`config.mk`:
```
export PLATFORM = sky130hd
export DESIGN_NAME = pixel_sink_flat
export DESIGN_NICKNAME = d
export VERILOG_FILES = /design/src/rtl/pixel_sink_pkg.sv /design/src/rtl/pixel_sink_if.sv /design/src/rtl/pixel_fifo.sv /design/src/rtl/pixel_sink.sv /design/src/flat_wrapper.sv
export SDC_FILE = /design/constraint.sdc
export NUM_CORES = 1
export LEC_CHECK = 0
export BUFFER_PORTS_ARGS = -buffer_cell sky130_fd_sc_hd__buf_2
export CORE_MARGIN = 1
export CORE_UTILIZATION = 57
export CTS_BUF_LIST = sky130_fd_sc_hd__clkbuf_4
export CTS_CLUSTER_SIZE = 24
export DETAILED_ROUTE_END_ITERATION = 8
export PLACE_DENSITY_LB_ADDON = 0.12
export SYNTH_ARGS = -nofsm -noshare
export SYNTH_HDL_FRONTEND = slang
export SYNTH_SLANG_ARGS = --single-unit
export TNS_END_PERCENT = 100
```
`constraint.sdc`:
```
create_clock -name clk -period 3.6 [get_ports clk]
set_input_delay 0.36 -clock clk [delete_from_list [all_inputs] [get_ports clk]]
set_output_delay 0.36 -clock clk [all_outputs]
set_load 0.05 [all_outputs]
```
`src/rtl/pixel_sink_pkg.sv`:
```
// Shared types for the pixel sink: engine states, default screen size and the
// layout of one buffered pixel entry.
package pixel_sink_pkg;

  localparam int DEF_WIDTH  = 160;
  localparam int DEF_HEIGHT = 120;

  typedef enum logic [1:0] {
    S_IDLE  = 2'd0,
    S_POP   = 2'd1,
    S_WRITE = 2'd2,
    S_CLEAR = 2'd3
  } state_t;

  typedef struct packed {
    logic [7:0]  x;
    logic [7:0]  y;
    logic [23:0] rgb;
  } pixel_t;

  localparam int ENTRY_W = $bits(pixel_t);

endpackage

```
`src/rtl/pixel_sink_if.sv`:
```
// Pixel bus from the tile drawers plus the framebuffer write port and status,
// as seen by the drawer side (master) and the sink (slave).
interface pixel_sink_if #(
  parameter int ADDR_W      = 15,
  parameter int COLOUR_BITS = 3
);
  logic                       vga_draw_enable_bus;
  logic [7:0]                 vga_x_out_bus;
  logic [7:0]                 vga_y_out_bus;
  logic [23:0]                vga_RGB_out_bus;
  logic                       clear_req;
  logic [23:0]                clear_colour;
  logic                       fb_ready;
  logic                       fb_we;
  logic [ADDR_W-1:0]          fb_addr;
  logic [3*COLOUR_BITS-1:0]   fb_colour;
  logic                       almost_full;
  logic                       overflow;
  logic                       busy;

  modport master (
    output vga_draw_enable_bus, vga_x_out_bus, vga_y_out_bus, vga_RGB_out_bus,
    output clear_req, clear_colour, fb_ready,
    input  fb_we, fb_addr, fb_colour, almost_full, overflow, busy
  );

  modport slave (
    input  vga_draw_enable_bus, vga_x_out_bus, vga_y_out_bus, vga_RGB_out_bus,
    input  clear_req, clear_colour, fb_ready,
    output fb_we, fb_addr, fb_colour, almost_full, overflow, busy
  );
endinterface

```
`src/rtl/pixel_fifo.sv`:
```
// Synchronous pixel FIFO with a registered read port; storage carries no reset
// so it can map onto block RAM.
module pixel_fifo #(
  parameter int DEPTH = 16,
  parameter int W     = 40
) (
  input  logic                       clk,
  input  logic                       resetn,
  input  logic                       push,
  input  logic                       pop,
  input  logic [W-1:0]               wr_data,
  output logic [W-1:0]               rd_data,
  output logic                       full,
  output logic                       empty,
  output logic [$clog2(DEPTH):0]     count
);
  localparam int AW = $clog2(DEPTH);

  logic [W-1:0]  mem [DEPTH];
  logic [AW-1:0] wr_ptr_reg;
  logic [AW-1:0] rd_ptr_reg;
  logic [AW:0]   count_reg;
  logic          do_push;
  logic          do_pop;

  assign full    = (count_reg == (AW+1)'(DEPTH));
  assign empty   = (count_reg == '0);
  assign count   = count_reg;
  assign do_push = push && !full;
  assign do_pop  = pop && !empty;

  always_ff @(posedge clk) begin
    if (do_push) mem[wr_ptr_reg] <= wr_data;
    if (do_pop)  rd_data <= mem[rd_ptr_reg];
  end

  // Pointers wrap naturally because DEPTH is a power of two.
  always_ff @(posedge clk or negedge resetn) begin
    if (!resetn) begin
      wr_ptr_reg <= '0;
      rd_ptr_reg <= '0;
      count_reg  <= '0;
    end else begin
      if (do_push) wr_ptr_reg <= wr_ptr_reg + AW'(1);
      if (do_pop)  rd_ptr_reg <= rd_ptr_reg + AW'(1);
      case ({do_push, do_pop})
        2'b10:   count_reg <= count_reg + (AW+1)'(1);
        2'b01:   count_reg <= count_reg - (AW+1)'(1);
        default: count_reg <= count_reg;
      endcase
    end
  end
endmodule

```
`src/rtl/pixel_sink.sv`:
```
// Receiving end of the VGA pixel bus: buffers pixel strobes, writes them to the
// framebuffer port one by one, and sweeps the whole screen on a clear request.
module pixel_sink
  import pixel_sink_pkg::*;
#(
  parameter int WIDTH       = DEF_WIDTH,
  parameter int HEIGHT      = DEF_HEIGHT,
  parameter int ADDR_W      = 15,
  parameter int COLOUR_BITS = 3,
  parameter int DEPTH       = 16
) (
  input  logic          clk,
  input  logic          resetn,
  pixel_sink_if.slave   bus
);
  localparam int CW    = 3 * COLOUR_BITS;
  localparam int CNT_W = $clog2(DEPTH) + 1;
  localparam logic [ADDR_W-1:0] LAST_ADDR = ADDR_W'(WIDTH * HEIGHT - 1);

  state_t              state_reg;
  logic                clear_pending_reg;
  logic                fb_we_reg;
  logic [ADDR_W-1:0]   fb_addr_reg;
  logic [CW-1:0]       fb_colour_reg;
  logic                overflow_reg;

  pixel_t              in_pix;
  pixel_t              out_pix;
  logic [ENTRY_W-1:0]  rd_data;
  logic                strobe, in_range, push, pop, full, empty;
  logic [CNT_W-1:0]    count;
  logic [ADDR_W-1:0]   pix_addr;
  logic [CW-1:0]       pix_colour;
  logic [CW-1:0]       clear_reduced;

  assign in_pix   = {bus.vga_x_out_bus, bus.vga_y_out_bus, bus.vga_RGB_out_bus};
  assign out_pix  = rd_data;
  assign strobe   = (bus.vga_draw_enable_bus == 1'b1);
  assign in_range = (32'(bus.vga_x_out_bus) < WIDTH) && (32'(bus.vga_y_out_bus) < HEIGHT);
  assign push     = strobe && in_range && !full;
  assign pop      = (state_reg == S_IDLE) && !clear_pending_reg && !empty;
  assign pix_addr = ADDR_W'(32'(out_pix.y) * WIDTH + 32'(out_pix.x));

  // Keep the top COLOUR_BITS of each 8-bit channel; gi=0 is blue, gi=2 is red.
  generate
    for (genvar gi = 0; gi < 3; gi++) begin : g_reduce
      assign pix_colour[gi*COLOUR_BITS +: COLOUR_BITS]    = out_pix.rgb[gi*8+7 -: COLOUR_BITS];
      assign clear_reduced[gi*COLOUR_BITS +: COLOUR_BITS] = bus.clear_colour[gi*8+7 -: COLOUR_BITS];
    end
  endgenerate

  pixel_fifo #(.DEPTH(DEPTH), .W(ENTRY_W)) u_fifo (
    .clk     (clk),
    .resetn  (resetn),
    .push    (push),
    .pop     (pop),
    .wr_data (in_pix),
    .rd_data (rd_data),
    .full    (full),
    .empty   (empty),
    .count   (count)
  );

  always_ff @(posedge clk or negedge resetn) begin
    if (!resetn) begin
      state_reg         <= S_IDLE;
      clear_pending_reg <= 1'b0;
      fb_we_reg         <= 1'b0;
      fb_addr_reg       <= '0;
      fb_colour_reg     <= '0;
      overflow_reg      <= 1'b0;
    end else begin
      if (strobe && in_range && full) overflow_reg <= 1'b1;
      case (state_reg)
        S_IDLE: begin
          if (clear_pending_reg) begin
            state_reg         <= S_CLEAR;
            clear_pending_reg <= 1'b0;
            fb_we_reg         <= 1'b1;
            fb_addr_reg       <= '0;
            fb_colour_reg     <= clear_reduced;
          end else if (!empty) begin
            state_reg <= S_POP;
          end
        end
        S_POP: begin
          state_reg     <= S_WRITE;
          fb_we_reg     <= 1'b1;
          fb_addr_reg   <= pix_addr;
          fb_colour_reg <= pix_colour;
        end
        S_WRITE: begin
          if (bus.fb_ready) begin
            state_reg <= S_IDLE;
            fb_we_reg <= 1'b0;
          end
        end
        S_CLEAR: begin
          // fb_addr doubles as the sweep counter.
          if (bus.fb_ready) begin
            if (fb_addr_reg == LAST_ADDR) begin
              state_reg <= S_IDLE;
              fb_we_reg <= 1'b0;
            end else begin
              fb_addr_reg <= fb_addr_reg + ADDR_W'(1);
            end
          end
        end
        default: state_reg <= S_IDLE;
      endcase
      if (bus.clear_req && state_reg != S_CLEAR) clear_pending_reg <= 1'b1;
    end
  end

  assign bus.fb_we       = fb_we_reg;
  assign bus.fb_addr     = fb_addr_reg;
  assign bus.fb_colour   = fb_colour_reg;
  assign bus.overflow    = overflow_reg;
  assign bus.almost_full = (count >= CNT_W'(DEPTH - 2));
  assign bus.busy        = (state_reg != S_IDLE) || !empty || clear_pending_reg;
endmodule

```
`src/flat_wrapper.sv`:
```
// flat-port wrapper written by rule: the top's interface ports become plain ports
module pixel_sink_flat import pixel_sink_pkg::*;
#(
  parameter int WIDTH       = DEF_WIDTH,
  parameter int HEIGHT      = DEF_HEIGHT,
  parameter int ADDR_W      = 15,
  parameter int COLOUR_BITS = 3,
  parameter int DEPTH       = 16
)
  (clk, resetn, bus_vga_draw_enable_bus, bus_vga_x_out_bus, bus_vga_y_out_bus, bus_vga_RGB_out_bus, bus_clear_req, bus_clear_colour, bus_fb_ready, bus_fb_we, bus_fb_addr, bus_fb_colour, bus_almost_full, bus_overflow, bus_busy);
  pixel_sink_if #(.ADDR_W(ADDR_W), .COLOUR_BITS(COLOUR_BITS)) bus_i ();
  input  logic clk;
  input  logic resetn;
  input wire logic [$bits(bus_i.vga_draw_enable_bus)-1:0] bus_vga_draw_enable_bus;
  input wire logic [$bits(bus_i.vga_x_out_bus)-1:0] bus_vga_x_out_bus;
  input wire logic [$bits(bus_i.vga_y_out_bus)-1:0] bus_vga_y_out_bus;
  input wire logic [$bits(bus_i.vga_RGB_out_bus)-1:0] bus_vga_RGB_out_bus;
  input wire logic [$bits(bus_i.clear_req)-1:0] bus_clear_req;
  input wire logic [$bits(bus_i.clear_colour)-1:0] bus_clear_colour;
  input wire logic [$bits(bus_i.fb_ready)-1:0] bus_fb_ready;
  output wire logic [$bits(bus_i.fb_we)-1:0] bus_fb_we;
  output wire logic [$bits(bus_i.fb_addr)-1:0] bus_fb_addr;
  output wire logic [$bits(bus_i.fb_colour)-1:0] bus_fb_colour;
  output wire logic [$bits(bus_i.almost_full)-1:0] bus_almost_full;
  output wire logic [$bits(bus_i.overflow)-1:0] bus_overflow;
  output wire logic [$bits(bus_i.busy)-1:0] bus_busy;
  assign bus_i.vga_draw_enable_bus = bus_vga_draw_enable_bus;
  assign bus_i.vga_x_out_bus = bus_vga_x_out_bus;
  assign bus_i.vga_y_out_bus = bus_vga_y_out_bus;
  assign bus_i.vga_RGB_out_bus = bus_vga_RGB_out_bus;
  assign bus_i.clear_req = bus_clear_req;
  assign bus_i.clear_colour = bus_clear_colour;
  assign bus_i.fb_ready = bus_fb_ready;
  assign bus_fb_we = bus_i.fb_we;
  assign bus_fb_addr = bus_i.fb_addr;
  assign bus_fb_colour = bus_i.fb_colour;
  assign bus_almost_full = bus_i.almost_full;
  assign bus_overflow = bus_i.overflow;
  assign bus_busy = bus_i.busy;
  pixel_sink #(.WIDTH(WIDTH), .HEIGHT(HEIGHT), .ADDR_W(ADDR_W), .COLOUR_BITS(COLOUR_BITS), .DEPTH(DEPTH)) u_core (.clk(clk), .resetn(resetn), .bus(bus_i));
endmodule
```
==> results.toml, run 1 <==
[synth]
ys_types = 51
syn_avg_cell_area_um2 = 20.5
syn_nets = 1011
synth-edff-count = 425
ys.flop_type = "edfxtp_1"
ys_seq_area_share_pct = 73.8
synth_async_sr_flop_share_pct = 8.99
synth.cell_area_mm2 = 0.0187
yosysWarnings = 0
syn_inst = 914
synth_seq_cells = 467

[clock_network]
cts_sinks = 467
cts_tree = "built"
cts_buffers = 114
clk_path_buf_depth = 3
postCtsSetupBuffers = 0
cts_root_buffer = "clkbuf_4"
clock_latency_ns = 0.78
htreeDepth = 3
clkTransAtPathRegs_ns = 0.06

[placed_design]
postPlaceCellArea_mm2 = 0.0199
dpl.cell_count = 1414
hpwlAfterDp_um = 22100
port_buffers = 66
place.gp.congestion = 0.864

[grt]
grt_pass1_wl_um = 59900
grt_remaining_overflow = 0
gr-usage-all-layers_pct = 24.7
antenna_found_initial = 1
grt_max_degree = 51
first_global_vias = 10000

[drt]
first_pass_iters = 5
drc = 0
avgRoutedWirePerCell_um = 23.6
ant_nets = 0
num_vias = 9745
drt-total-wl_um = 39100
drtIter0Drc = 710
routed_via_density = 5.87

[critical_path]
cp_max_fo = 3
crit_buf_inv = 0
crit_type = "reg -> reg"
critPathTopFamily = "adder cells"
cp_slowest_cell = "edfxtp_1"
critPathLaunchType = "flip-flop"
cp.required_ns = 4.21
slowest_delay_ns = 0.45
cp-end-kind = "flip-flop"
r2r_setup_slack_ns = 0.63
path_cells = "ha_1 > ha_1 > fa_1 > xor2_1 > nand2_1 > nor4_1 > nand3_1 > xnor2_1 > a221o_1"
cpMostUsedCell = "ha_1"
worstPathArrival_ns = 3.58

[floorplanning]
io_pins = 97
die_x_um = 183
dieHeight_um = 183
rows = 65
start_util_pct = 58.6
coreArea_mm2 = 0.0320
dieArea_mm2 = 0.0336

[pwr]
switching_share_pct = 31.1
clkPwrFrac_pct = 27.3
p_seq_share_pct = 45.4
irDropWorstVdd_uv = 378
power.switching_mw = 4.72
internal_power_mw = 10.5
power.density_mw_per_mm2 = 699
leakage_nw = 7.38
p_comb_share_pct = 27.4

[sta]
finalCritPeriodShare_pct = 82.4
rsz0062_at_grt = "no"
finalCriticalPeriod_ns = 2.97
finalHoldViolCount = 0
slew_headroom_pct = 36.1
drv_slew = 0
setup_violations = 0
worstMarginPinSlew_ns = 0.959
finalClockSkew_ns = 0.0543
fmax_mhz = 337

[final_layout]
largest_reg_flops = 400
area_delta_synth_final_pct = 16.0
nets = 1229
drive_gt1_share_pct = 36.3
final_cell_area_mm2 = 0.0217
fin_cells = 1659

[job]
maxCapViolations = 0

[min_path]
hold_path.class = "in -> reg"

[status]
outcome = "finished, final reports clean"
-- worst register-to-register path, stage by stage, from the launching register on --
cell	delay [ns]
edfxtp_1	0.45
ha_1	0.33
ha_1	0.23
fa_1	0.41
xor2_1	0.31
nand2_1	0.11
nor4_1	0.37
nand3_1	0.15
xnor2_1	0.15
a221o_1	0.33
-- per-stage QoR --
step                util [%]  hold WS, ns  TNS [ns]  setup WS, ns  power [mW]
floorplan                  -       0.0644    -49.55        -0.496        9.93
global placement        62.3        0.459         0         0.448        11.1
detailed placement      62.3        0.470         0         0.468        11.1
CTS                     67.9       0.0704         0         0.625        15.3
global route            67.9       0.0874         0         0.477        15.9
finish                  67.9        0.111         0         0.633        15.2
-- layer usage --
| metal | wire length [um] | up-vias | GRT usage (%) | share of wire [%] |
|---|---|---|---|---|
| met4 | 521 | 0 | 7.97 | 1.3 |
| met1 | 17100 | 5025 | 35.0 | 44 |
| met2 | 19100 | 371 | 39.1 | 49 |
| met3 | 2420 | 41 | 4.96 | 6.2 |
| met5 | 0 | - | 0 | 0 |
| li1 | - | 4308 | - | - |
-- worst paths after layout --
check / from / endpoint / cells past startpoint
max: u_core.u_fifo.rd_data[25] / u_core.bus.fb_addr[14] / 9
min: bus_vga_draw_enable_bus / u_core.bus.overflow / 3
max reg2reg: u_core.u_fifo.rd_data[25] / u_core.bus.fb_addr[14] / 9
min reg2reg: u_core.u_fifo.rd_data[22] / u_core.bus.fb_colour[7] / 2
max in group asynchronous: resetn / u_core.u_fifo.rd_ptr_reg[1] / 2
min in group asynchronous: resetn / u_core.u_fifo.count[2] / 2
-- cells by family (layout without fill, tap and decap cells) --
family | count (synthesis) | after routing | synth area share (%)
AND/OR/NAND/NOR | 119 | 119 | 3.34
adder cells (fa/ha/maj) | 28 | 28 | 1.99
XOR/XNOR | 24 | 24 | 1.12
buffers and inverters | 54 | 363 | 1.24
flip-flops | 467 | 467 | 73.8
AO/OA/AOI/OAI | 93 | 93 | 3.22
multiplexers | 129 | 129 | 15.3
other | 0 | 1 | 0
-- power by group through the flow --
stage	Clock [mW]	Combinational (mW)	Sequential, mW
5_1_grt	4.54	4.46	6.94
2_1_floorplan	0	2.80	7.13
4_1_cts	4.26	4.20	6.88
3_3_place_gp	0	4.11	6.98
3_5_place_dp	0	4.15	6.99
6_report	4.14	4.15	6.88
-- Yosys cell counts (all sizes together) (14+ instances only) --
| library cell | instances | area [um^2] |
|---|---|---|
| nand3 | 14 | 70.1 |
| edfxtp | 425 | 12800 |
| dfrtp | 42 | 1050 |
| clkbuf | 23 | 86.3 |
| ha | 25 | 313 |
| nor2b | 16 | 100 |
| o21ai | 31 | 159 |
| a21oi | 26 | 134 |
| nor2 | 17 | 63.8 |
| nand2 | 26 | 97.6 |
| mux4 | 125 | 2820 |
| buf | 21 | 109 |
-- area by class of cell --
| class | instances | area, um^2 |
|---|---|---|
| Tap cell | 435 | 544 |
| Antenna cell | 1 | 2.50 |
| Inverter | 10 | 37.5 |
| Timing Repair Buffer | 146 | 1110 |
| Multi-Input combinational cell | 393 | 4760 |
| Fill cell | 2109 | 10300 |
| Clock buffer | 168 | 1260 |
| Sequential cell | 467 | 13800 |
| Clock inverter | 39 | 165 |
-- cells in the final DEF (no fill, tap or decap), types with 10 or more instances in the layout --
cell type,instances
mux4_2,125
xor2_1,11
clkinv_1,28
nor2_1,13
a22oi_1,10
inv_1,10
a21oi_1,25
nand3_1,14
nor2b_1,15
xnor2_1,13
dfrtp_1,39
ha_1,25
buf_2,66
dlygate4sd3_1,37
edfxtp_1,425
o21ai_0,26
clkbuf_4,168
buf_4,36
nand2_1,26
-- what timing repair did --
action                    4_1_cts  5_1_grt
hold endpoints to repair      453        0
gates resized for setup         0        0
hold buffers                   37        0
No activity file was read; power rests on OpenSTA's default activity.
==> run 2: changes to the inputs <==
Clock period 3.6 ns to 2.5 ns, I/O delays scaled along.
==> run 2 against run 1 <==
Effect of this change:
- maximum frequency grew 20%
- first-iteration DRC count up 51%
- largest cell class unchanged
- sequential power increased by 41%
- critical path type unchanged
- clock-buffer cell count grew 11
- critical path depth is the same
- worst setup slack lost 0.61 ns
- global-route usage is 1.1 points higher
- sequential share of layout area down 2.3 points
==> results.toml, run 2 (synthesized netlist as in run 1, its figures left out) <==
[drt]
num_vias = 10100
drtIter0Drc = 1074
drc = 0
avgRoutedWirePerCell_um = 24.1
drt-total-wl_um = 41000
first_pass_iters = 7
ant_nets = 0
routed_via_density = 5.91

[final_layout]
layout_commonest_cell = "edfxtp_1"
area_delta_synth_final_pct = 20.2
multi_input_area_mm2 = 0.00490
nets = 1282
final_cell_area_mm2 = 0.0225
seqCellArea_mm2 = 0.0138
largest_reg_flops = 400
drive_gt1_share_pct = 40.6
mostFrequentLayoutCells = "edfxtp_1 (425), clkbuf_4 (179), mux4_2 (125), buf_4 (72), buf_2 (65)"
fill_cells = 2082

[sta]
finalClockSkew_ns = 0.0465
setup_violations = 0
finalHoldViolCount = 0
slew_headroom_pct = 52.7
fin_tns_setup_ns = 0
drv_slew = 0
rsz0062_at_grt = "yes"
fmax_mhz = 404
worstMarginPinSlew_ns = 0.709
finalCritPeriodShare_pct = 99.1
finalCriticalPeriod_ns = 2.48

[pwr]
power_mw = 22.7
power.density_mw_per_mm2 = 1010
power.switching_mw = 6.98
leakage_nw = 7.76
internal_power_mw = 15.7
irDropWorstVdd_uv = 587
switching_share_pct = 30.7
p_comb_share_pct = 29.9
p_seq_share_pct = 42.8
clkPwrFrac_pct = 27.4

[clock_network]
cts_tree = "built"
clkTransAtPathRegs_ns = 0.06
cts_buffers = 114
cts_sinks = 467
clk_path_buf_depth = 3
htreeDepth = 3
clock_latency_ns = 0.79
cts_root_buffer = "clkbuf_4"

[critical_path]
crit_type = "reg -> reg"
cp.required_ns = 3.16
critPathLaunchType = "flip-flop"
worstPathArrival_ns = 3.14
cp-end-kind = "flip-flop"
cp_max_fo = 3

[floorplanning]
rows = 65
io_pins = 97
die_x_um = 183
coreArea_mm2 = 0.0320
dieArea_mm2 = 0.0336
dieHeight_um = 183
start_util_pct = 58.6

[job]
maxCapViolations = 0

[placed_design]
port_buffers = 66
place.gp.congestion = 0.848
postPlaceCellArea_mm2 = 0.0206
hpwlAfterDp_um = 24500

[grt]
grt_max_degree = 30
gr-usage-all-layers_pct = 25.8
antenna_found_initial = 3
grt_remaining_overflow = 0
first_global_vias = 10300
grt_pass1_wl_um = 62100

[status]
outcome = "finished, final reports clean"

[min_path]
hold_path.class = "in -> async"
==> run 2: power by group through the flow <==
stage	logic (mW)	registers (mW)	clock network (mW)
2_1_floorplan	4.14	10.3	0
3_3_place_gp	6.62	9.83	0
3_5_place_dp	6.70	9.86	0
4_1_cts	6.78	9.70	6.40
5_1_grt	7.29	9.77	6.80
6_report	6.78	9.72	6.23
==> run 2: final cells by class <==
cell class / instances / area share [%]
Sequential cell: 467 / 61.4
Multi-Input combinational cell: 393 / 21.8
Timing Repair Buffer: 199 / 7.64
Clock buffer: 179 / 5.97
Tap cell: 435 / 2.42
Clock inverter: 20 / 0.567
Inverter: 10 / 0.167
Antenna cell: 1 / 0.0111
==> run 2: timing repair <==
action,in CTS,in global routing
pin swaps,8,10
endpoints found under the hold margin,461,0
setup endpoints to repair,4,6
hold buffers,38,0
resized for setup,4,11
buffers inserted,1,0
==> run 2: path summary, 6_finish.rpt <==
kind	from	to	slack, ns	depth (start not counted)
setup / recovery	u_core.u_fifo.rd_data[25]	u_core.bus.fb_addr[14]	0.02	9
hold / removal	resetn	u_core.bus.fb_colour[0]	0.06	2
setup reg to reg	u_core.u_fifo.rd_data[25]	u_core.bus.fb_addr[14]	0.02	9
hold reg to reg	u_core.u_fifo.rd_data[23]	u_core.bus.fb_colour[8]	0.48	2
max in group asynchronous	resetn	u_core.bus.fb_addr[1]	1.84	3
min in group clk	bus_clear_req	u_core.clear_pending_reg	0.29	4
==> run 2: routing by layer <==
metal  part of all wire (%)  vias to the layer above  track usage [%]
met1                     43                     5220             37.4
met3                    7.2                       39             5.52
li1                       -                     4417                -
met5                  0.041                        -                0
met2                     49                      392             40.0
met4                    1.3                        2             8.10
==> run 2: per-stage QoR <==
| stage | setup WS (ns) | cells | hold slack, ns | utilization [%] |
|---|---|---|---|---|
| after floorplan | -0.478 | 914 | -0.0456 | - |
| after global placement | -0.0823 | 1465 | 0.341 | 64.4 |
| after detailed placement | -0.129 | 1465 | 0.330 | 64.4 |
| after CTS | -0.0443 | 1703 | 0.0268 | 70.2 |
| after global routing | -0.0719 | 1704 | 0.0972 | 70.4 |
| final | 0.0226 | 1704 | 0.0640 | 70.4 |
==> run 2: worst max-delay path: stages (launching register included) <==
cell and delay, ns:
edfxtp_1 0.39, ha_1 0.31, ha_2 0.19, fa_2 0.37, a21o_1 0.18, a21oi_2 0.19
xnor2_2 0.15, nand3_1 0.11, xnor2_1 0.15, a221o_1 0.31
==> run 3: changes to the inputs <==
Settings changed: CORE_ASPECT_RATIO set to 0.5.
==> run 3 against run 2 <==
Effect of this change:
- the flow now finishes with violations (setup timing)
- combinational power is 3.1% higher
- register-to-register slack worse by 0.04 ns
- maximum frequency is 1.7% lower
- clock skew is 0.013 ns lower
- non-clock buffer count is 13 lower
- final cell count is 2.6% lower
- via count is 0.24% higher
- die area is 0.13% higher
- critical path type unchanged
==> results.toml, run 3 (synthesized netlist as in run 1, its figures left out) <==
[critical_path]
cp.required_ns = 3.17
cp_slowest_cell = "edfxtp_1"
critPathLaunchType = "flip-flop"
crit_buf_inv = 1
worstPathArrival_ns = 3.19
critPathTopFamily = "adder cells"
slowest_delay_ns = 0.41
crit_type = "reg -> reg"
cp-end-kind = "flip-flop"
cp_max_fo = 3
path_cells = "ha_1 > ha_2 > fa_2 > a21o_1 > a21oi_2 > xnor2_2 > buf_4 > xor2_2 > a22oi_2 > o21ai_1"

[placed_design]
place.gp.congestion = 0.840
port_buffers = 66
postPlaceCellArea_mm2 = 0.0206
hpwlAfterDp_um = 24200

[clock_network]
cts_tree = "built"
htreeDepth = 3
clkTransAtPathRegs_ns = 0.08
cts_root_buffer = "clkbuf_4"
clock_latency_ns = 0.80
clk_path_buf_depth = 3
postCtsSetupBuffers = 0
cts_sinks = 467
cts_buffers = 101

[pwr]
internal_power_mw = 15.2
switching_share_pct = 32.2
p_seq_share_pct = 43.5
power.switching_mw = 7.19
irDropWorstVdd_uv = 448
clkPwrFrac_pct = 25.3
leakage_nw = 7.55
p_comb_share_pct = 31.3
power.density_mw_per_mm2 = 1000

[drt]
ant_nets = 0
num_vias = 10100
drt-total-wl_um = 42000
drtIter0Drc = 1004
drc = 0
avgRoutedWirePerCell_um = 25.3
first_pass_iters = 5
routed_via_density = 6.08

[status]
failed_checks = "setup timing"
outcome = "finished with violations"

[grt]
grt_max_degree = 33
grt_pass1_wl_um = 62900
gr-usage-all-layers_pct = 26.3
antenna_found_initial = 4
grt_remaining_overflow = 0
first_global_vias = 10200

[final_layout]
layout_commonest_cell = "edfxtp_1"
drive_gt1_share_pct = 37.9
area_delta_synth_final_pct = 19.1
utilization_pct = 69.6
final_cell_area_mm2 = 0.0223
mostFrequentLayoutCells = "edfxtp_1 (425), clkbuf_4 (146), mux4_2 (125), buf_2 (65), buf_4 (47)"
fill_cells = 2049
nets = 1256
largest_reg_flops = 400
antenna_cells = 0

[sta]
rsz0062_at_grt = "yes"
finalHoldViolCount = 0
drv_slew = 0
fmax_mhz = 397
slew_headroom_pct = 58.5
fin_ws_ns = -0.0202
hold_ws_ns = 0.262
finalCriticalPeriod_ns = 2.52
finalCritPeriodShare_pct = 101
finalClockSkew_ns = 0.0337
setup_violations = 2
worstMarginPinSlew_ns = 0.622

[floorplanning]
dieArea_mm2 = 0.0336
io_pins = 97
dieHeight_um = 130
start_util_pct = 58.5
die_x_um = 258
rows = 46
coreArea_mm2 = 0.0320

[job]
maxCapViolations = 0

[min_path]
hold_path.class = "in -> reg"
[run 3: cell types whose count changed in the layout (fill, tap and decap cells not counted), moves of 2 or more]
cell           delta
clkbuf_4         -33
buf_4            -25
buf_12           +10
clkinv_1          +5
and2_1            +4
and2_2            -4
a21oi_1           +2
a21oi_2           -2
clkinvlp_4        +2
dlygate4sd3_1     +2
inv_2             -2
[run 3: cell type report]
cell class | count | area (um^2) | area share (%)
Tap cell | 432 | 541 | 2.43
Clock inverter | 26 | 138 | 0.618
Multi-Input combinational cell | 393 | 4900 | 22.0
Inverter | 10 | 37.5 | 0.168
Clock buffer | 146 | 1100 | 4.92
Timing Repair Buffer | 186 | 1750 | 7.86
Sequential cell | 467 | 13800 | 62.0
[run 3: metrics by stage]
| step | setup slack, ns | cells | TNS [ns] | power, mW |
|---|---|---|---|---|
| global placement | -0.0930 | 1448 | -0.100 | 16.6 |
| finish | -0.0202 | 1660 | -0.0289 | 22.4 |
| global route | -0.151 | 1660 | -0.343 | 23.4 |
| detailed placement | -0.136 | 1448 | -0.238 | 16.8 |
| floorplan | -0.478 | 914 | -48.22 | 14.4 |
| CTS | -0.0560 | 1660 | -0.104 | 22.5 |
[run 3: layer usage]
layer  GRT usage, %  up-vias  share of wire (%)
li1               -     4335                  -
met1           38.8     5226                 44
met2           40.0      470                 46
met3           6.80       61                9.1
met4           6.61        2                1.3
met5              0        -              0.031
[run 3: final timing paths]
path	start	end	slack [ns]	depth (start not counted)
worst min-delay path	bus_clear_req	u_core.clear_pending_reg	0.26	4
worst min register to register	u_core.u_fifo.rd_data[21]	u_core.bus.fb_colour[6]	0.49	2
max in group asynchronous	resetn	u_core.bus.fb_colour[2]	0.89	4
worst max register to register	u_core.u_fifo.rd_data[27]	u_core.bus.fb_addr[12]	-0.02	10
worst max-delay path	u_core.u_fifo.rd_data[27]	u_core.bus.fb_addr[12]	-0.02	10
min in group asynchronous	resetn	u_core.u_fifo.count[4]	0.54	3
[run 3: timing repair]
item / in CTS / in global routing
setup endpoints to repair: 5 / 6
hold endpoints to repair: 463 / 0
pin swaps: 4 / 12
resized for setup: 5 / 10
cloned: 0 / 0
hold buffers: 40 / 0
[run 3: power groups by stage]
| stage | Combinational, mW | Clock (mW) | Sequential (mW) |
|---|---|---|---|
| after global placement | 6.78 | 0 | 9.82 |
| after floorplan | 4.14 | 0 | 10.3 |
| after detailed placement | 6.90 | 0 | 9.86 |
| after global routing | 7.49 | 6.15 | 9.78 |
| final | 6.99 | 5.64 | 9.72 |
| after CTS | 6.99 | 5.76 | 9.71 |
[run 3: tightest hold or removal path: cells and delay by family]
| kind | cells | cell delay (ns) |
|---|---|---|
| buffers and inverters | 2 | 0.63 |
| and+or+nand+nor | 2 | 0.12 |
